$ cat config.mk
export PLATFORM = sky130hd
export DESIGN_NAME = agc_controller
export DESIGN_NICKNAME = d
export VERILOG_FILES = /design/src/rtl/agc_controller.sv
export SDC_FILE = /design/constraint.sdc
export NUM_CORES = 1
export LEC_CHECK = 0
export CORE_MARGIN = 2
export CORE_UTILIZATION = 30
export CTS_CLUSTER_SIZE = 25
export DETAILED_ROUTE_END_ITERATION = 10
export GPL_TIMING_DRIVEN = 0
export PLACE_DENSITY = 0.59
export SYNTH_ARGS = -nofsm -noshare
export SYNTH_HDL_FRONTEND = slang
export SYNTH_SLANG_ARGS = --single-unit
$ cat constraint.sdc
create_clock -name clk_in -period 2.6 [get_ports clk_in]
set_clock_uncertainty 0.2 [all_clocks]
set_input_delay 0.65 -clock clk_in [delete_from_list [all_inputs] [get_ports clk_in]]
set_output_delay 0.65 -clock clk_in [all_outputs]
set_load 0.03 [all_outputs]
$ cat src/rtl/agc_controller.sv
// rtl/agc_controller.sv - frame-rate automatic gain control loop with hold-off, settle, fast step-down and manual override

module agc_controller #(
    parameter int DATA_W    = 10,
    parameter int GAIN_W    = 4,
    parameter int GAIN_MAX  = 15,
    parameter int GAIN_INIT = 0,
    parameter int LOW_TH    = 700,
    parameter int HIGH_TH   = 1000,
    parameter int SAT_TH    = 1023,
    parameter int HOLD_N    = 2,
    parameter int SETTLE_N  = 1,
    parameter int FAST_STEP = 4
) (
    input  logic              clk_in,
    input  logic              rst_in,
    input  logic              update,
    input  logic [DATA_W-1:0] data_in,
    input  logic              mode_manual,
    input  logic [GAIN_W-1:0] manual_gain,
    input  logic              freeze,
    output logic [GAIN_W-1:0] gain,
    output logic              gain_changed,
    output logic              saturated,
    output logic              at_min,
    output logic              at_max
);

    localparam logic [DATA_W-1:0] LOW   = LOW_TH[DATA_W-1:0];
    localparam logic [DATA_W-1:0] HIGH  = HIGH_TH[DATA_W-1:0];
    localparam logic [DATA_W-1:0] SAT   = SAT_TH[DATA_W-1:0];
    localparam logic [GAIN_W-1:0] GMAX  = GAIN_MAX[GAIN_W-1:0];
    localparam logic [GAIN_W-1:0] GINIT = GAIN_INIT[GAIN_W-1:0];
    localparam logic [GAIN_W-1:0] ONE   = 1;
    localparam logic [GAIN_W:0]   FAST  = FAST_STEP[GAIN_W:0];
    localparam logic [3:0]        HOLD  = HOLD_N[3:0];
    localparam logic [3:0]        SETL  = SETTLE_N[3:0];

    typedef enum logic [1:0] {TRACK, SETTLE, MANUAL} state_t;

    state_t            state, state_nxt;
    logic [GAIN_W-1:0] gain_nxt;
    logic [GAIN_W:0]   gain_ext;
    logic [3:0]        low_cnt, low_nxt, high_cnt, high_nxt, settle_cnt, settle_nxt;
    logic              sat_nxt;

    assign gain_ext = {1'b0, gain};

    always_comb begin
        state_nxt  = state;
        gain_nxt   = gain;
        low_nxt    = low_cnt;
        high_nxt   = high_cnt;
        settle_nxt = settle_cnt;
        sat_nxt    = saturated;
        if (mode_manual) begin
            state_nxt  = MANUAL;
            low_nxt    = 4'd0;
            high_nxt   = 4'd0;
            settle_nxt = 4'd0;
            gain_nxt   = (manual_gain > GMAX) ? GMAX : manual_gain;
        end else begin
            case (state)
                MANUAL: begin
                    if (SETL == 4'd0) begin
                        state_nxt = TRACK;
                    end else begin
                        state_nxt  = SETTLE;
                        settle_nxt = SETL;
                    end
                end
                SETTLE: begin
                    // frames seen while settling are discarded, only counted
                    if (update && !freeze) begin
                        if (settle_cnt <= 4'd1) begin
                            settle_nxt = 4'd0;
                            state_nxt  = TRACK;
                        end else begin
                            settle_nxt = settle_cnt - 4'd1;
                        end
                    end
                end
                TRACK: begin
                    if (update && !freeze) begin
                        if (data_in >= SAT) begin
                            gain_nxt = (gain_ext > FAST) ? gain - FAST[GAIN_W-1:0] : '0;
                            low_nxt  = 4'd0;
                            high_nxt = 4'd0;
                            sat_nxt  = 1'b1;
                        end else begin
                            sat_nxt = 1'b0;
                            if (data_in > HIGH) begin
                                low_nxt = 4'd0;
                                if (high_cnt + 4'd1 >= HOLD) begin
                                    high_nxt = 4'd0;
                                    if (gain != '0) gain_nxt = gain - ONE;
                                end else begin
                                    high_nxt = high_cnt + 4'd1;
                                end
                            end else if (data_in < LOW) begin
                                high_nxt = 4'd0;
                                if (low_cnt + 4'd1 >= HOLD) begin
                                    low_nxt = 4'd0;
                                    if (gain < GMAX) gain_nxt = gain + ONE;
                                end else begin
                                    low_nxt = low_cnt + 4'd1;
                                end
                            end else begin
                                low_nxt  = 4'd0;
                                high_nxt = 4'd0;
                            end
                        end
                        // a step clipped at a limit leaves gain equal, so no settle
                        if (gain_nxt != gain && SETL != 4'd0) begin
                            state_nxt  = SETTLE;
                            settle_nxt = SETL;
                        end
                    end
                end
                default: state_nxt = TRACK;
            endcase
        end
    end

    always_ff @(posedge clk_in) begin
        if (rst_in) begin
            state        <= TRACK;
            gain         <= GINIT;
            low_cnt      <= 4'd0;
            high_cnt     <= 4'd0;
            settle_cnt   <= 4'd0;
            gain_changed <= 1'b0;
            saturated    <= 1'b0;
            at_min       <= (GINIT == '0);
            at_max       <= (GINIT == GMAX);
        end else begin
            state        <= state_nxt;
            gain         <= gain_nxt;
            low_cnt      <= low_nxt;
            high_cnt     <= high_nxt;
            settle_cnt   <= settle_nxt;
            gain_changed <= (gain_nxt != gain);
            saturated    <= sat_nxt;
            at_min       <= (gain_nxt == '0);
            at_max       <= (gain_nxt == GMAX);
        end
    end

endmodule

==> flow_metrics.env <==
export IMPL_status="finished with violations"
export IMPL_violations="setup timing"
export IMPL_maxCapViolations=0
export IMPL_arrival_ns=2.64
export IMPL_synth_edf_count=0
export IMPL_viasPerCell=5.261
export IMPL_worst_path_buf_inv=1
export IMPL_reg2reg_from="low_cnt[1]$_SDFFE_PP0P_"
export IMPL_relSlewSlack_pct=62.79
export IMPL_nNetsFinal=270
export IMPL_synth_avg_cell_area_um2=8.145
export IMPL_sequentialPowerShare_pct=41.2
export IMPL_critical_path_top_delay_family="simple AND/OR/NAND/NOR gates"
export IMPL_grt_pass1_wl_um=7044
export IMPL_clk_latency_ns=0.27
export IMPL_endpoint_kind="register"
export IMPL_cp_slowest_cell="or3_4"
export IMPL_grt_busiest_layer="met2"
export IMPL_combPwrFrac_pct=30.2
export IMPL_p_sw_uw=272.9
export IMPL_cts_tree="done"
export IMPL_dp_hpwl_um=3111
export IMPL_cts_made_buffers=3
export IMPL_cpPeakStageDelay_ns=0.39
export IMPL_synth_flop_cell="dfxtp_1"
export IMPL_setup_viol=2
export IMPL_dp_worst_setup_slack_ns=-0.6174
export IMPL_ys_warnings_count=0
export IMPL_crit_type="register to register"
export IMPL_routed_wl_um=4333
export IMPL_synth_seq_cells=22
export IMPL_hold_ws_ns=0.2902
export IMPL_clk_pin_slew_worst_paths_ns=0.09
export IMPL_met2_usage_pct=22.48
export IMPL_path_cells="inv_2 -> ha_4 -> nand2b_4 -> or3_4 -> o2111ai_4 -> mux2i_2 -> nand4_1 -> o2bb2ai_4 -> or3_1 -> nor3_2"
export IMPL_rrSetupSlack_ns=-0.05
export IMPL_die_w_um=78.79
export IMPL_nFillCells=572
export IMPL_syn_area_um2=1678
export IMPL_reg2regPathDepth=10
export IMPL_whs_path_depth=2
export IMPL_grt_met1_usage_pct=19.28
export IMPL_layout_drive_gt1_share_pct=26.86
export IMPL_row_count=27
export IMPL_root_buffer="clkbuf_8"
export IMPL_power_internal_uw=594.5
export IMPL_drv_slew=0
export IMPL_use_met3_pct=2.159
export IMPL_p_per_area_nw_per_um2=376.2
export IMPL_core_area_um2=5439
export IMPL_htree_levels=1
export IMPL_critPathLaunchType="register"
export IMPL_pwr_share_clk_pct=28.6
export IMPL_dieHeight_um=78.79
export IMPL_postRouteAntennaNets=0
export IMPL_tightest_slew_ns=0.5561
export IMPL_cts_sinks=22
export IMPL_die_area_um2=6207
export IMPL_ir_worst_vdd_mv=0.1969
export IMPL_num_vias=1652
export IMPL_antenna_cells=0
export IMPL_initial_core_util_pct=30.85
export IMPL_synth_top_area_share_pct=26.25
export IMPL_detailedRoute_firstIterationViolations=98
export IMPL_wl_per_cell_um=13.80
export IMPL_synthTopCellsByArea="dfxtp_1 (26%), ha_1 (6.0%), nand2_1 (4.0%), nor2_1 (4.0%), nand3_1 (3.3%)"
export IMPL_r2r_end="at_max$_SDFF_PP0_"
export IMPL_async_flop_share_pct=0
export IMPL_dr_pass1_iters=4
export IMPL_fin_crit_sh_pct=102.0
export IMPL_synth_cell_type_count=64
export IMPL_drc_errors=0
export IMPL_fmax_mhz=377.1
export IMPL_grt_max_degree=13
export IMPL_fin_util_pct=42.40
export IMPL_switching_share_pct=31.46
export IMPL_required_ns=2.59
export IMPL_rsz0062_at_grt="true"
export IMPL_syn2layout_area_growth_pct=37.43
export IMPL_grt_overflow_total=0
export IMPL_holdPathEnd="low_cnt[1]$_SDFFE_PP0P_"
export IMPL_hold_viol=0
export IMPL_dp_cells=303
export IMPL_min_from="low_cnt[1]$_SDFFE_PP0P_"
export IMPL_pin_count=27
export IMPL_portBuffers=25
export IMPL_worst_path_max_fanout=3
export IMPL_grt_antenna_before_repair=0
export IMPL_min_period_ns=2.652
export IMPL_gp_congestion=0.8704
export IMPL_grt_pass1_vias=1517
export IMPL_syn_num_nets=233
export IMPL_yosysSeqAreaShare_pct=26.25
export IMPL_hp_class="register to register"
export IMPL_clockBufferDepth=2
export IMPL_finalWorstSetupSlack_ns=-0.05205
export IMPL_yosys_area_top_type="dfxtp_1"
export IMPL_grt_usage_pct=13.89
export IMPL_p_leak_uw=0.0008380
export IMPL_finalNonFillerCells=314
export IMPL_synthesis_instances=206
-- synth_stat cells, types with 3 or more instances --
cell	number
nand2_1	18
nand2b_1	4
or3_1	6
o21ai_1	3
nor3_2	3
clkbuf_1	5
o21ai_0	10
o211ai_1	3
nor3_1	7
clkinv_1	3
o31ai_1	3
nor2_1	18
dfxtp_1	22
ha_1	8
inv_1	7
a21oi_1	6
nand3_1	11
xor2_1	4
a31oi_1	3
and3_1	5
-- metrics by stage --
step / total power [uW] / area (um2) / setup TNS (ns)
floorplan: 516.8 / 1678 / 0
global placement: 600.2 / 2018 / -5.649
detailed placement: 599.1 / 2018 / -5.698
CTS: 865.2 / 2192 / -0.03747
global route: 918.0 / 2306 / -0.4801
finish: 867.4 / 2306 / -0.06131
-- cell usage in the layout (no fill, tap or decap), drive strengths merged, types with 3 or more instances in the layout --
cell type | netlist | routed
dfxtp | 22 | 22
nor2 | 19 | 19
nand2 | 18 | 18
o21ai | 15 | 15
clkdlybuf4s50 | 0 | 14
buf | 3 | 12
nand3 | 11 | 11
nor3 | 11 | 11
clkbuf | 6 | 9
ha | 8 | 8
a21oi | 8 | 8
dlygate4sd2 | 0 | 7
inv | 7 | 7
or3 | 6 | 6
and3 | 5 | 5
xor2 | 4 | 4
a31oi | 4 | 4
nand2b | 4 | 4
nand4 | 4 | 4
clkinv | 3 | 3
o31ai | 3 | 3
o211ai | 3 | 3
and2 | 3 | 3
clkdlybuf4s15 | 0 | 3
nor4 | 3 | 3
-- power groups by stage --
| stage | Combinational (uW) | Sequential, uW | Clock (uW) |
|---|---|---|---|
| 6_report | 262 | 357 | 248 |
| 2_1_floorplan | 134 | 383 | 0 |
| 3_3_place_gp | 235 | 365 | 0 |
| 4_1_cts | 250 | 358 | 258 |
| 5_1_grt | 285 | 359 | 274 |
| 3_5_place_dp | 234 | 366 | 0 |
-- layout make-up --
type,count,area (um2),share of cell area (%)
Multi-Input combinational cell,165,1321,57.30
Sequential cell,22,446.7,19.37
Timing Repair Buffer,33,297.8,12.91
Tap cell,72,90.09,3.907
Buffer,8,57.56,2.496
Clock buffer,4,55.05,2.387
Inverter,10,37.54,1.628
-- what timing repair did --
item,in CTS,in global routing
pin swaps,4,6
setup endpoints to repair,10,10
hold buffers,0,0
hold endpoints to repair,0,0
buffers inserted,4,4
gates resized for setup,34,20
-- worst register-to-register path, stage by stage (launching register included) --
cell,delay (ns)
dfxtp_2,0.36
inv_2,0.05
ha_4,0.27
nand2b_4,0.05
or3_4,0.39
o2111ai_4,0.12
mux2i_2,0.29
nand4_1,0.19
o2bb2ai_4,0.21
or3_1,0.32
nor3_2,0.10
-- layer usage --
metal / share of wire [%] / vias to the layer above / wire [um]
met2: 46 / 40 / 1985
met3: 4.3 / 4 / 186
met5: 0 / - / 0
met4: 0.85 / 0 / 37
met1: 49 / 772 / 2123
li1: - / 836 / -
-- registers in the layout (all words and copies together) (netlist names) --
| register | count |
|---|---|
| saturated | 1 |
| gain | 4 |
| at_min | 1 |
| at_max | 1 |
| low_cnt | 4 |
| gain_changed | 1 |
| state | 2 |
| high_cnt | 4 |
| settle_cnt | 4 |
-- kinds of logic after synthesis --
kind of cell / synth area share, %
simple gates: 31.39
compound gates: 25.43
flops: 26.25
buf+inv: 5.816
fa+ha+maj: 5.966
xor+xnor: 2.610
mux: 2.535
-- worst max path at each step --
stage	from	to	slack, ns	cells past startpoint
final	low_cnt[1]$_SDFFE_PP0P_	at_max$_SDFF_PP0_	-0.05	10
after global routing	low_cnt[1]$_SDFFE_PP0P_	at_max$_SDFF_PP0_	-0.12	10
after CTS	low_cnt[1]$_SDFFE_PP0P_	at_max$_SDFF_PP0_	-0.04	10
after detailed placement	data_in[8]	at_min$_SDFF_PP1_	-0.62	9
after global placement	data_in[8]	at_min$_SDFF_PP1_	-0.61	9
after floorplan	gain[0]$_SDFF_PP0_	at_max$_SDFF_PP0_	0.02	8
(Power assumes the default switching activity.)
